`config.mk`:
```
export PLATFORM = sky130hd
export DESIGN_NAME = cache_refill_unit
export DESIGN_NICKNAME = d
export VERILOG_FILES = /design/src/rtl/cache_refill_unit.sv
export SDC_FILE = /design/constraint.sdc
export NUM_CORES = 1
export LEC_CHECK = 0
export CAP_MARGIN = 20
export CORE_AREA = 3 3 251 253
export DETAILED_ROUTE_END_ITERATION = 8
export DIE_AREA = 0 0 254 256
export SYNTH_ARGS = -nofsm -noshare
export SYNTH_HDL_FRONTEND = slang
export SYNTH_SLANG_ARGS = --single-unit
export TNS_END_PERCENT = 5
```
`constraint.sdc`:
```
create_clock -name clk -period 1.7 [get_ports clk]
set_input_delay 0.34 -clock clk [delete_from_list [all_inputs] [get_ports clk]]
set_output_delay 0.34 -clock clk [all_outputs]
set_load 0.005 [all_outputs]
```
`src/rtl/cache_refill_unit.sv`:
```
// -----------------------------------------------------------------------------
// cache_refill_unit
//
// Miss-handling engine between an L1 cache and the AXI read-channel merge
// stage. Accepts one miss at a time, issues a single AR request, collects the
// returned beats into a line buffer and pulses refill_done with the line.
// A cached miss is a LINE_WORDS-beat INCR burst, and an uncached miss is a
// single word.
//
// Handshakes: a transfer happens on a rising edge where valid and ready are
// both high. arvalid holds, with araddr stable, until arready. rready is high
// for the whole R phase. miss_ack is high only in IDLE, so a miss is taken on
// any edge with miss_req & miss_ack.
//
// Ports:
//   clk, rst                 clock, synchronous active-high reset
//   miss_req/addr/cached     refill request from the cache
//   miss_ack                 request accepted this cycle
//   ren, cache_ena           channel ownership / burst mode to the merge stage
//   araddr, arvalid, arready AR channel
//   rdata, rvalid, rlast,
//   rready                   R channel
//   line_data                assembled line, word i at [32i+31:32i]
//   refill_addr              latched miss address
//   refill_done              one-cycle completion pulse
//   refill_err               rlast arrived at an unexpected beat index
// -----------------------------------------------------------------------------
module cache_refill_unit #(
    parameter int LINE_WORDS = 16
) (
    input  logic                    clk,
    input  logic                    rst,
    input  logic                    miss_req,
    input  logic [31:0]             miss_addr,
    input  logic                    miss_cached,
    output logic                    miss_ack,
    output logic                    ren,
    output logic                    cache_ena,
    output logic [31:0]             araddr,
    output logic                    arvalid,
    input  logic                    arready,
    input  logic [31:0]             rdata,
    input  logic                    rvalid,
    input  logic                    rlast,
    output logic                    rready,
    output logic [32*LINE_WORDS-1:0] line_data,
    output logic [31:0]             refill_addr,
    output logic                    refill_done,
    output logic                    refill_err
);

    localparam int OFS = $clog2(LINE_WORDS * 4);
    localparam int CW  = $clog2(LINE_WORDS);
    localparam logic [CW-1:0] LAST_IDX = CW'(LINE_WORDS - 1);

    typedef enum logic [1:0] {
        S_IDLE = 2'd0,
        S_AR   = 2'd1,
        S_R    = 2'd2,
        S_DONE = 2'd3
    } state_t;

    state_t          state_q;
    state_t          state_d;
    logic [CW-1:0]   cnt_q;
    logic            mode_q;
    logic            sat_q;    // a beat has already landed at the saturated index
    logic            accept;
    logic            beat;
    logic [CW-1:0]   wr_idx;
    logic [CW-1:0]   exp_last;

    // ---------------------------------------------------------------- FSM
    always_ff @(posedge clk) begin
        if (rst) begin
            state_q <= S_IDLE;
        end else begin
            state_q <= state_d;
        end
    end

    always_comb begin
        state_d = state_q;
        case (state_q)
            S_IDLE:  if (miss_req)        state_d = S_AR;
            S_AR:    if (arready)         state_d = S_R;
            S_R:     if (rvalid && rlast) state_d = S_DONE;
            S_DONE:                       state_d = S_IDLE;
            default:                      state_d = S_IDLE;
        endcase
    end

    // ------------------------------------------------------------ outputs
    // All outputs decode from registered state only, so refill_done has no
    // combinational path from the R channel.
    assign miss_ack    = (state_q == S_IDLE);
    assign arvalid     = (state_q == S_AR);
    assign rready      = (state_q == S_R);
    assign ren         = (state_q == S_AR) || (state_q == S_R);
    assign refill_done = (state_q == S_DONE);
    assign cache_ena   = (state_q != S_IDLE) && mode_q;
    assign araddr      = (state_q != S_AR) ? 32'h0 :
                         mode_q ? {refill_addr[31:OFS], {OFS{1'b0}}} :
                                  refill_addr;

    assign accept   = (state_q == S_IDLE) && miss_req;
    assign beat     = (state_q == S_R) && rvalid;
    assign wr_idx   = mode_q ? cnt_q : '0;
    assign exp_last = mode_q ? LAST_IDX : '0;

    // ----------------------------------------------------------- datapath
    always_ff @(posedge clk) begin
        if (rst) begin
            cnt_q       <= '0;
            mode_q      <= 1'b0;
            sat_q       <= 1'b0;
            refill_addr <= 32'h0;
            line_data   <= '0;
            refill_err  <= 1'b0;
        end else begin
            if (accept) begin
                refill_addr <= miss_addr;
                mode_q      <= miss_cached;
                line_data   <= '0;
                cnt_q       <= '0;
                sat_q       <= 1'b0;
                refill_err  <= 1'b0;
            end
            if (beat) begin
                for (int i = 0; i < LINE_WORDS; i++) begin
                    if (CW'(i) == wr_idx) begin
                        line_data[32*i +: 32] <= rdata;
                    end
                end
                if (cnt_q != LAST_IDX) begin
                    cnt_q <= cnt_q + 1'b1;
                end else begin
                    sat_q <= 1'b1;
                end
                // Overrun past the saturated slot, or rlast at the wrong index.
                if (sat_q || (rlast && (cnt_q != exp_last))) begin
                    refill_err <= 1'b1;
                end
            end
        end
    end

endmodule

```
==> flow_metrics.tcl <==
set metrics [dict create \
    drtPass1Iterations 5 \
    timing.final.crit_period_ns 2.14 \
    fp.dieW_um 254 \
    synthesis.area_per_instance_um2 10.2 \
    critical_path.reg2reg.endpoint "line_data[427]" \
    grt_pass1_wl_mm 116 \
    multiInputGateArea_mm2 0.00872 \
    rr_worst_depth 12 \
    setup_viol 653 \
    worstSkewPairLatency_ns 0.61 \
    route.detailed.wl_per_inst_um 23.4 \
    vias 17282 \
    critical_path.slowest_cell "sky130_fd_sc_hd__dfxtp_4" \
    rsz0062_at_grt "true" \
    fp.dieArea_mm2 0.0650 \
    placementRows 91 \
    synth.area.top_cells "sky130_fd_sc_hd__dfxtp_1 55%, sky130_fd_sc_hd__mux2i_1 25%, sky130_fd_sc_hd__nand2_1 11%" \
    fp.coreArea_mm2 0.0613 \
    r2r_setup_slack_ns -0.37 \
    static-leakage-power_nw 19.7 \
    worst_setup_path_start_kind "register" \
    die-height_um 256 \
    timing.critical_path.to_type "output port" \
    timing.hold.worst_path_depth 3 \
    io_pins 654 \
    critical_path.top_delay_family "flip-flops" \
    crit_arrival_ns 1.80 \
    cp.buffers_inverters 4 \
    hold-path-endpoint "refill_addr[6]" \
    postSynth.topFlopCell "sky130_fd_sc_hd__dfxtp_1" \
    route.detailed.drc 0 \
    globalRoute.totalOverflow 0 \
    tritoncts_clock_tree "built" \
    worstPathCellList "inv_4 -> ha_4 -> nor2b_4 -> buf_6 -> buf_6 -> and2_4 -> buf_6" \
    number_of_enable_flip_flop_cells_after_synthesis 0 \
    detailedRoute.firstIterationViolations 893 \
    synth_top_area_cell "sky130_fd_sc_hd__dfxtp_1" \
    outcome "finished with violations" \
    nFillCells 5282 \
    final.hold.worst_slack_ns 0.290 \
    critical_path.max_fanout 4 \
    max_clock_freq_ghz 0.466 \
    layout.nets 2816 \
    design_power_total_mw 33.0 \
    finalWeightedCongestion 0.833 \
    min_path_type "input port to register" \
    total_clock_sinks 553 \
    sequential_cell_area_mm2 0.0112 \
    synth_sequential_area_ratio_pct 54.9 \
    power.ir.vdd_worst_uv 749 \
    cp_common_cell "sky130_fd_sc_hd__buf_6" \
    groute.usage.overall_pct 23.8 \
    placement.io_buffers 653 \
    clock_input_transition_at_the_sequential_cells_of_the_worst_setup_and_hold_paths_ns 0.06 \
    first_global_vias 17350 \
    initial_utilization_pct 32.9 \
    cts-root-buf "sky130_fd_sc_hd__clkbuf_16" \
    failed_checks "setup timing" \
    setup_ws_ns -0.444 \
    place.detailed.hpwl_mm 55.8 \
    worstReg2RegStart "state_q[0]" \
    ctsHtreeMaxLevel 2 \
    drt_wl_total_mm 83.5 \
    max_slew_margin_pct 74.5 \
    cts-hold-fix-buffers 0 \
    cts_inserted_buffers 58 \
    report.final.hold_viol_count 0 \
    ys_warn_count 0 \
    syn_area_mm2 0.0202 \
    largest_net_degree_at_the_start_of_global_routing 45 \
    synthCells 1974 \
    average_vias_per_placed_instance 4.84 \
    post_route_fraction_of_the_period_consumed_by_the_critical_path_pct 126 \
    dp_worst_setup_slack_ns -0.583 \
    async_flop_share_pct 0 \
    drv.max_cap_violation_count 0 \
    critical_path_required_ns 1.36 \
    yosys_register_bits 553 \
    drt.antenna.violating_nets 0 \
    cpPeakStageDelay_ns 0.36 \
    max-clock-path-buffers 3 \
    worst_slew_pin_slew_ns 0.377 \
    power.density_mw_per_mm2 986 \
    synthDominantCellAreaShare_pct 54.9 \
    crit_type "register to output port" \
    hold_path_startpoint "miss_addr[6]" \
    fin_skew_ns 0.0246 \
    post_route_cells_drive_above_1_share_pct 18.6 \
    area_growth_pct 66.2 \
    number_of_antenna_violations_at_the_first_check_in_global_routing 4 \
    yosysUniqueCellTypes 35 \
    syn-num-nets 2054 \
    drv_slew 0 \
]
## synth_stat cells, drive strengths merged (2+ instances only)
master	number
nand2	615
dfxtp	553
mux2i	512
buf	111
clkbuf	49
a21oi	37
and2	34
nor2	12
ha	9
nand3	5
nor2b	5
nand2b	3
o211ai	3
or4	3
a22oi	2
inv	2
nand3b	2
nand4	2
nand4b	2
o41ai	2
or3	2
## layer usage
| layer | GRT usage, % | wire length [um] | vias up |
|---|---|---|---|
| met5 | 0 | 27 | - |
| met3 | 6.25 | 5490 | 145 |
| met2 | 40.8 | 41000 | 555 |
| met1 | 28.7 | 34200 | 8529 |
| li1 | - | - | 8049 |
| met4 | 8.06 | 2820 | 4 |
## cell families (layout without fill, tap and decap cells)
family	Yosys count	in the layout	share of synthesized area (%)
compound gates	49	49	1.42
mux	512	512	25.4
fa+ha+maj	9	9	0.559
other cells	0	2	0
xor+xnor	1	1	0.0435
simple gates	687	687	13.7
buf+inv	163	971	3.94
flops	553	553	54.9
## layout by cell type (no fill, tap or decap), types with 24 or more instances in the layout
cell and n:
sky130_fd_sc_hd__a21oi_1 36, sky130_fd_sc_hd__dfxtp_2 84, sky130_fd_sc_hd__buf_12 74, sky130_fd_sc_hd__buf_4 57, sky130_fd_sc_hd__dfxtp_1 464, sky130_fd_sc_hd__nand2_2 24
sky130_fd_sc_hd__buf_16 30, sky130_fd_sc_hd__dlygate4sd2_1 129, sky130_fd_sc_hd__clkbuf_16 72, sky130_fd_sc_hd__mux2i_1 512, sky130_fd_sc_hd__buf_6 42, sky130_fd_sc_hd__nand2_4 24
sky130_fd_sc_hd__dlymetal6s2s_1 316, sky130_fd_sc_hd__clkdlybuf4s50_1 170, sky130_fd_sc_hd__nand2_1 567
## worst min-delay path: cells and delay by family
kind                   cells  cell delay [ns]
buffers and inverters      1             0.40
AOI/OAI and AO/OA          1             0.05
and+or+nand+nor            1             0.06
## cell type report
type                            count  area share, %
Clock inverter                     24          0.967
Inverter                            3         0.0486
Antenna cell                        2         0.0149
Clock buffer                       82           4.96
Sequential cell                   553           33.4
Tap cell                          790           2.95
Timing Repair Buffer              862           31.6
Multi-Input combinational cell   1258           26.0
## registers in the layout, summed over array words and instances, names as in the netlist
register     count
cnt_q            4
line_data      512
mode_q           1
refill_addr     32
refill_err       1
sat_q            1
state_q          2
## power breakdown
part           internal (mW)  switching (mW)  leakage [nW]
Clock                   7.99            5.32         0.991
Sequential              13.2           0.204          4.50
Combinational           3.18            3.13          14.2
## timing repair
| item | 4_1_cts | 5_1_grt |
|---|---|---|
| endpoints found under the hold margin | 0 | 0 |
| gates cloned | 21 | 19 |
| gates resized for setup | 404 | 501 |
| buffers inserted | 24 | 11 |
| endpoints found under the setup margin | 1093 | 1006 |
| pin swaps | 17 | 52 |
## through the flow
step	instances	cell area (um2)	utilization [%]	setup TNS (ns)
CTS	3543	31700	51.8	-193.48
global route	3574	33500	54.7	-186.98
floorplan	1974	20200	-	-7.76
detailed placement	3392	28900	47.1	-195.62
global placement	3392	28900	47.1	-181.84
finish	3574	33500	54.7	-132.15
## worst max-delay path by stage
stage | from | to | slack [ns] | cells past startpoint
6_report | state_q[1] | araddr[0] | -0.44 | 7
5_1_grt | state_q[1] | araddr[0] | -0.53 | 7
4_1_cts | state_q[1] | araddr[0] | -0.49 | 7
3_5_place_dp | rvalid | line_data[73] | -0.58 | 6
3_3_place_gp | rvalid | line_data[68] | -0.58 | 6
2_1_floorplan | state_q[0] | line_data[387] | -0.06 | 7
No activity file was read; power rests on OpenSTA's default activity.
